`src/rtl/trace_drain_pkg.sv`:
```
// Shared types and constants for the trace drain.
// Optional checksum word is selected with TRACE_DRAIN_CHECKSUM_EN.
package trace_drain_pkg;

    localparam logic [7:0] TRACE_SYNC_BYTE     = 8'hA5;
    localparam int         TRACE_PAYLOAD_WORDS = 5;

    // One completed-instruction record, every field already widened to 32 bits.
    typedef struct packed {
        logic [31:0] instr_addr;
        logic [31:0] instr_data;
        logic [31:0] data_addr;
        logic [31:0] time_start;
        logic [31:0] time_end;
    } trace_record_t;

    typedef enum logic [1:0] {
        ST_IDLE,
        ST_HEADER,
`ifdef TRACE_DRAIN_CHECKSUM_EN
        ST_PAYLOAD,
        ST_CHECKSUM
`else
        ST_PAYLOAD
`endif
    } drain_state_t;

    // Payload word idx (1..5) of a record; anything else reads as zero.
    function automatic logic [31:0] payload_word(input trace_record_t rec, input logic [2:0] idx);
        case (idx)
            3'd1:    return rec.instr_addr;
            3'd2:    return rec.instr_data;
            3'd3:    return rec.data_addr;
            3'd4:    return rec.time_start;
            3'd5:    return rec.time_end;
            default: return 32'd0;
        endcase
    endfunction

endpackage

```
`src/rtl/trace_record_fifo.sv`:
```
// Synchronous FIFO of trace records with full/empty/level.
// The head entry is read combinationally so the serialiser can pick any
// payload field of the record it is currently sending.
module trace_record_fifo
    import trace_drain_pkg::*;
#(
    parameter int DEPTH = 8
) (
    input  logic                     clk,
    input  logic                     rst,
    input  logic                     push,
    input  trace_record_t            push_data,
    input  logic                     pop,
    output trace_record_t            head_data,
    output logic                     full,
    output logic                     empty,
    output logic [$clog2(DEPTH):0]   level
);

    localparam int AW      = $clog2(DEPTH);
    localparam int LEVEL_W = AW + 1;

    trace_record_t        mem [DEPTH];
    logic [AW-1:0]        wr_ptr_reg;
    logic [AW-1:0]        rd_ptr_reg;
    logic [LEVEL_W-1:0]   level_reg;

    // Storage write; the caller only pushes when there is room (or a pop frees it).
    always_ff @(posedge clk) begin
        if (push) begin
            mem[wr_ptr_reg] <= push_data;
        end
    end

    // Pointers and occupancy; pointers wrap naturally since DEPTH is a power of two.
    always_ff @(posedge clk or posedge rst) begin
        if (rst) begin
            wr_ptr_reg <= '0;
            rd_ptr_reg <= '0;
            level_reg  <= '0;
        end else begin
            if (push) begin
                wr_ptr_reg <= wr_ptr_reg + 1'b1;
            end
            if (pop) begin
                rd_ptr_reg <= rd_ptr_reg + 1'b1;
            end
            case ({push, pop})
                2'b10:   level_reg <= level_reg + 1'b1;
                2'b01:   level_reg <= level_reg - 1'b1;
                default: level_reg <= level_reg;
            endcase
        end
    end

    assign head_data = mem[rd_ptr_reg];
    assign full      = (level_reg == LEVEL_W'(DEPTH));
    assign empty     = (level_reg == '0);
    assign level     = level_reg;

endmodule

```
`src/rtl/trace_drain.sv`:
```
// Trace drain: buffers completed-instruction records and serialises each
// into a framed packet of 32-bit words on a valid/ready stream.
// Define TRACE_DRAIN_CHECKSUM_EN to append an XOR checksum word (7-word packets).
module trace_drain
    import trace_drain_pkg::*;
#(
    parameter int INSTR_ADDR_WIDTH = 32,
    parameter int INSTR_DATA_WIDTH = 32,
    parameter int DATA_ADDR_WIDTH  = 32,
    parameter int FIFO_DEPTH       = 8
) (
    input  logic                          clk,
    input  logic                          rst,
    input  logic                          trace_valid_i,
    input  logic [INSTR_ADDR_WIDTH-1:0]   trace_instr_addr_i,
    input  logic [INSTR_DATA_WIDTH-1:0]   trace_instr_data_i,
    input  logic [DATA_ADDR_WIDTH-1:0]    trace_data_addr_i,
    input  logic [31:0]                   trace_time_start_i,
    input  logic [31:0]                   trace_time_end_i,
    output logic [31:0]                   m_tdata_o,
    output logic                          m_tvalid_o,
    input  logic                          m_tready_i,
    output logic                          m_tlast_o,
    output logic [$clog2(FIFO_DEPTH):0]   fifo_level_o,
    output logic [31:0]                   drop_total_o
);

    localparam int         LEVEL_W  = $clog2(FIFO_DEPTH) + 1;
    localparam logic [2:0] LAST_IDX = 3'(TRACE_PAYLOAD_WORDS);
`ifdef TRACE_DRAIN_CHECKSUM_EN
    localparam bit         CSUM_EN  = 1'b1;
`else
    localparam bit         CSUM_EN  = 1'b0;
`endif

    drain_state_t         state_reg;
    logic [2:0]           word_idx_reg;
    logic [31:0]          tdata_reg;
    logic                 tvalid_reg;
    logic                 tlast_reg;
    logic [15:0]          seq_reg;
    logic [7:0]           drop_pending_reg;
    logic [31:0]          drop_total_reg;

    trace_record_t        in_rec;
    trace_record_t        head_rec;
    logic                 fifo_full;
    logic                 fifo_empty;
    logic [LEVEL_W-1:0]   fifo_level;

    logic                 hs;
    logic                 final_hs;
    logic                 header_accept;
    logic                 push_ok;
    logic                 drop;
    logic                 more_queued;
    logic [2:0]           next_idx;
    logic [31:0]          header_word;

    // Narrow inputs are zero-extended into the 32-bit record fields.
    assign in_rec.instr_addr = 32'(trace_instr_addr_i);
    assign in_rec.instr_data = 32'(trace_instr_data_i);
    assign in_rec.data_addr  = 32'(trace_data_addr_i);
    assign in_rec.time_start = trace_time_start_i;
    assign in_rec.time_end   = trace_time_end_i;

    assign hs            = tvalid_reg & m_tready_i;
    assign final_hs      = hs & tlast_reg;
    assign header_accept = hs & (state_reg == ST_HEADER);

    // A final-word pop frees a slot in the same cycle, so a full FIFO still accepts then.
    assign push_ok     = trace_valid_i & (~fifo_full | final_hs);
    assign drop        = trace_valid_i & fifo_full & ~final_hs;
    // Another record is waiting behind the head (or lands this very edge).
    assign more_queued = (fifo_level > LEVEL_W'(1)) | push_ok;
    assign next_idx    = word_idx_reg + 3'd1;
    assign header_word = {TRACE_SYNC_BYTE, drop_pending_reg, seq_reg};

    trace_record_fifo #(
        .DEPTH(FIFO_DEPTH)
    ) u_fifo (
        .clk      (clk),
        .rst      (rst),
        .push     (push_ok),
        .push_data(in_rec),
        .pop      (final_hs),
        .head_data(head_rec),
        .full     (fifo_full),
        .empty    (fifo_empty),
        .level    (fifo_level)
    );

`ifdef TRACE_DRAIN_CHECKSUM_EN
    logic [31:0] csum_reg;

    // Running XOR of the words of the current packet already accepted downstream.
    always_ff @(posedge clk or posedge rst) begin
        if (rst) begin
            csum_reg <= '0;
        end else if (final_hs || state_reg == ST_IDLE) begin
            csum_reg <= '0;
        end else if (hs) begin
            csum_reg <= csum_reg ^ tdata_reg;
        end
    end
`endif

    // Packet FSM with registered stream outputs; words only change on a handshake.
    always_ff @(posedge clk or posedge rst) begin
        if (rst) begin
            state_reg    <= ST_IDLE;
            word_idx_reg <= 3'd0;
            tdata_reg    <= '0;
            tvalid_reg   <= 1'b0;
            tlast_reg    <= 1'b0;
            seq_reg      <= '0;
        end else if (final_hs) begin
            // Packet done: chain straight into the next header when one is queued.
            word_idx_reg <= 3'd0;
            tlast_reg    <= 1'b0;
            if (more_queued) begin
                state_reg <= ST_HEADER;
                tdata_reg <= header_word;
            end else begin
                state_reg  <= ST_IDLE;
                tvalid_reg <= 1'b0;
                tdata_reg  <= '0;
            end
        end else begin
            case (state_reg)
                ST_IDLE: begin
                    if (!fifo_empty) begin
                        state_reg  <= ST_HEADER;
                        tvalid_reg <= 1'b1;
                        tlast_reg  <= 1'b0;
                        tdata_reg  <= header_word;
                    end
                end
                ST_HEADER: begin
                    if (hs) begin
                        state_reg    <= ST_PAYLOAD;
                        word_idx_reg <= 3'd1;
                        tdata_reg    <= payload_word(head_rec, 3'd1);
                        tlast_reg    <= 1'b0;
                        seq_reg      <= seq_reg + 16'd1;
                    end
                end
                ST_PAYLOAD: begin
                    if (hs) begin
`ifdef TRACE_DRAIN_CHECKSUM_EN
                        if (word_idx_reg == LAST_IDX) begin
                            state_reg <= ST_CHECKSUM;
                            tdata_reg <= csum_reg ^ tdata_reg;
                            tlast_reg <= 1'b1;
                        end else
`endif
                        begin
                            word_idx_reg <= next_idx;
                            tdata_reg    <= payload_word(head_rec, next_idx);
                            tlast_reg    <= (next_idx == LAST_IDX) && !CSUM_EN;
                        end
                    end
                end
`ifdef TRACE_DRAIN_CHECKSUM_EN
                ST_CHECKSUM: begin
                    // Only leaves on its final handshake, handled above.
                end
`endif
                default: begin
                    state_reg  <= ST_IDLE;
                    tvalid_reg <= 1'b0;
                    tlast_reg  <= 1'b0;
                end
            endcase
        end
    end

    // Drop accounting: pending count is reported in and cleared by each header.
    always_ff @(posedge clk or posedge rst) begin
        if (rst) begin
            drop_pending_reg <= '0;
            drop_total_reg   <= '0;
        end else begin
            if (header_accept) begin
                drop_pending_reg <= drop ? 8'd1 : 8'd0;
            end else if (drop && drop_pending_reg != 8'hFF) begin
                drop_pending_reg <= drop_pending_reg + 8'd1;
            end
            if (drop && drop_total_reg != 32'hFFFF_FFFF) begin
                drop_total_reg <= drop_total_reg + 32'd1;
            end
        end
    end

    assign m_tdata_o    = tdata_reg;
    assign m_tvalid_o   = tvalid_reg;
    assign m_tlast_o    = tlast_reg;
    assign fifo_level_o = fifo_level;
    assign drop_total_o = drop_total_reg;

endmodule

```
`config.mk`:
```
export PLATFORM = sky130hd
export DESIGN_NAME = trace_drain
export DESIGN_NICKNAME = d
export VERILOG_FILES = /design/src/rtl/trace_drain_pkg.sv /design/src/rtl/trace_record_fifo.sv /design/src/rtl/trace_drain.sv
export SDC_FILE = /design/constraint.sdc
export NUM_CORES = 2
export LEC_CHECK = 0
export BUFFER_PORTS_ARGS = -buffer_cell sky130_fd_sc_hd__buf_4
export CAP_MARGIN = 20
export CORE_MARGIN = 2
export CORE_UTILIZATION = 25
export DETAILED_ROUTE_END_ITERATION = 16
export GPL_TIMING_DRIVEN = 1
export PLACE_DENSITY_LB_ADDON = 0.05
export SLEW_MARGIN = 20
export SYNTH_ARGS = -nofsm -noshare
export SYNTH_HDL_FRONTEND = slang
export SYNTH_SLANG_ARGS = --single-unit
```
`constraint.sdc`:
```
create_clock -name clk -period 23.9 [get_ports clk]
set_input_delay 1.195 -clock clk [delete_from_list [all_inputs] [get_ports clk]]
set_output_delay 1.195 -clock clk [all_outputs]
set_load 0.02 [all_outputs]
```
==> results_dict.tcl <==
set metrics [dict create \
    cts.htree.levels 4 \
    worst_slew_pin_slew_ns 1.224 \
    clockPowerShare 0.337 \
    grt_pass1_vias 29482 \
    antenna_found_initial 34 \
    cpMostUsedCell "buf_4" \
    ios 234 \
    die_width_um 470.7 \
    post_cts_buffers 0 \
    synth_cell_types 76 \
    grt.total_usage 0.1603 \
    final_layout_size_suffix_gt1_frac 0.2854 \
    dr.pass1.iters 5 \
    nets 3156 \
    p_per_area_nw_per_um2 114.0 \
    ys.flop_type "edfxtp_1" \
    critPathSlowestCell "dfrtp_4" \
    hold_ws_ns 0.4822 \
    switchingPower_mw 2.353 \
    top_register "u_fifo.mem" \
    placedCellCount 5660 \
    numCtsBuffers 166 \
    io_buffers 233 \
    die_h_um 470.7 \
    rows 171 \
    setup_viol 0 \
    root_buffer "clkbuf_16" \
    start_util 0.2513 \
    layout_common_cells "edfxtp_1 (1,280), buf_4 (294), mux4_2 (276)" \
    final_antenna_net_count 0 \
    leakage_nw 20.94 \
    fin_crit_sh 0.2063 \
    syn-num-nets 2827 \
    cp-end-kind "flop" \
    clock_latency_ns 0.82 \
    cts_tree "done" \
    fin_crit_ns 4.930 \
    grt_pass1_wl_um 247100 \
    place_congestion 0.7184 \
    max_cap_violations 0 \
    final_core_util 0.3002 \
    use_met2 0.2568 \
    routed_wl_um 179200 \
    finalSetupTns_ns 0 \
    cp.arrival_ns 5.60 \
    cp.buffers_inverters 3 \
    grt.met3_usage 0.03581 \
    syn_area_per_cell_um2 20.59 \
    grt_max_degree 107 \
    synth-seq-cells 1385 \
    cp_slowest_stage_delay_ns 0.84 \
    stdcell_count 5973 \
    overflow 0 \
    clkTransAtPathRegs_ns 0.06 \
    intPower_mw 5.063 \
    drc 0 \
    area_growth_pct 19.47 \
    synthesis.area_um2 54460 \
    r2r_start "u_fifo.rd_ptr_reg[0]" \
    ys_warn_count 0 \
    finalClockSkew_ns 0.03307 \
    criticalPathCategory "reg -> reg" \
    power_mw 7.417 \
    r2r_end "m_tdata_o[21]" \
    hold_violations 0 \
    crit_family "buffers and inverters" \
    seq_area_frac_synth 0.7541 \
    worstPathMaxFanout 37 \
    required_ns 24.56 \
    cts_resized 0 \
    fmax_ghz 0.2028 \
    wire_per_inst_um 30.01 \
    synth-async-reset-ratio 0.07581 \
    layout_commonest_cell "edfxtp_1" \
    cts_sinks 1385 \
    drtIter0Drc 1979 \
    nFillCells 21085 \
    outcome "complete, no violations" \
    dp_hpwl_um 106100 \
    hold_buffers 0 \
    rsz0062_at_grt "no" \
    critPathLaunchType "flop" \
    power_frac_seq 0.428 \
    largest_register_ffs 1280 \
    swShare 0.3173 \
    ff2ff_setup_slack_ns 18.97 \
    timing.slew.headroom 0.1804 \
    clk_path_buf_depth 3 \
    num_vias 27734 \
    rr_worst_depth 8 \
    power_frac_comb 0.235 \
    cp_cell_sequence "buf_4 > buf_4 > buf_4 > mux4_2 > a22o_1 > o31ai_1 > a31oi_1 > a2bb2oi_1" \
    grtUsageMet1 0.2175 \
    slew_viol_final 0 \
    fp.dieArea_um2 221600 \
    synth-edff-count 1280 \
    viasPerCell 4.643 \
    synth_cells 2645 \
    core_um2 216700 \
    ir_drop_mv 0.07724 \
    hold_path.class "in -> async" \
    grt_busiest_layer "met2" \
]
## layout make-up
class | instances | area [um2] | share of cell area
Sequential cell | 1385 | 41070 | 0.6313
Multi-Input combinational cell | 1101 | 12540 | 0.1928
Inverter | 18 | 72.57 | 0.001115
Tap cell | 2854 | 3571 | 0.05489
Clock buffer | 213 | 4538 | 0.06975
Clock inverter | 92 | 882.1 | 0.01356
Timing Repair Buffer | 302 | 2359 | 0.03625
Antenna cell | 8 | 20.02 | 0.0003077
## metrics by stage
step	setup WS, ns	area (um2)
global placement	18.76	59580
detailed placement	18.73	59610
CTS	18.70	65030
floorplan	5.851	54460
finish	18.97	65060
global route	18.45	65050
## worst reg2reg max path, cell delays in order, from the launching register on
cell       delay (ns)
dfrtp_4          0.84
buf_4            0.80
buf_4            0.72
buf_4            0.65
mux4_2           0.63
a22o_1           0.25
o31ai_1          0.26
a31oi_1          0.39
a2bb2oi_1        0.25
## how the worst max path moves through the flow
stage	cells past startpoint	start	endpoint
final	8	u_fifo.rd_ptr_reg[0]	m_tdata_o[21]
after global routing	8	u_fifo.rd_ptr_reg[0]	m_tdata_o[21]
after global placement	8	u_fifo.rd_ptr_reg[0]	m_tdata_o[7]
after CTS	8	u_fifo.rd_ptr_reg[0]	m_tdata_o[21]
after floorplan	5	m_tready_i	u_fifo.mem[0][0]
after detailed placement	8	m_tready_i	u_fifo.mem[0][83]
## power by group through the flow
stage          clock network (mW)  registers, mW  logic (mW)
4_1_cts                      2.59           3.18        1.82
5_1_grt                      2.68           3.20        1.87
3_5_place_dp                    0           3.23        1.81
3_3_place_gp                    0           3.21        1.80
2_1_floorplan                   0           3.31       0.891
6_report                     2.50           3.17        1.74
## cells in the mapped netlist (all sizes together), types with 5 or more instances
master      n  area [um2]
nand2     100       382.9
nor3       20       121.4
and2       14       87.58
a22oi      33       247.7
a2bb2oi    17       148.9
dfrtp     105        2628
a221oi     51       459.2
buf       104       794.5
a31oi      26       168.9
nor2       47       178.9
and3       14       87.58
a221o       6       60.06
nor3b       5       37.54
ha         18       225.2
o221ai      5       43.79
o22ai      15       93.84
xor2       27       236.5
nand3      29       150.1
nor4        6       58.80
inv        17       63.81
edfxtp   1280       38440
o211ai     51       382.9
a21oi      23       115.1
nand4      16       115.1
o31ai      13       97.59
a22o       30       262.8
o21ai      17       85.08
xnor2      34       297.8
nand2b      5       31.28
and4        9       78.83
clkbuf     37       138.9
mux2        9       101.4
mux4      276        6216
mux2i     139        1391
## logic make-up (layout without fill, tap and decap cells)
group | after synthesis | count (layout) | synth area share
fa+ha+maj | 18 | 18 | 0.004136
mux | 424 | 424 | 0.1416
buf+inv | 159 | 625 | 0.01838
xor+xnor | 61 | 61 | 0.009811
flops | 1385 | 1385 | 0.7541
compound gates | 318 | 318 | 0.04549
other cells | 0 | 8 | 0
simple gates | 280 | 280 | 0.02654
## routing by layer
| layer | share of wire | wire [um] |
|---|---|---|
| met5 | 0.00090 | 162 |
| met4 | 0.024 | 4220 |
| met3 | 0.050 | 8969 |
| met2 | 0.47 | 84210 |
| met1 | 0.46 | 81660 |
(Power assumes the default switching activity.)
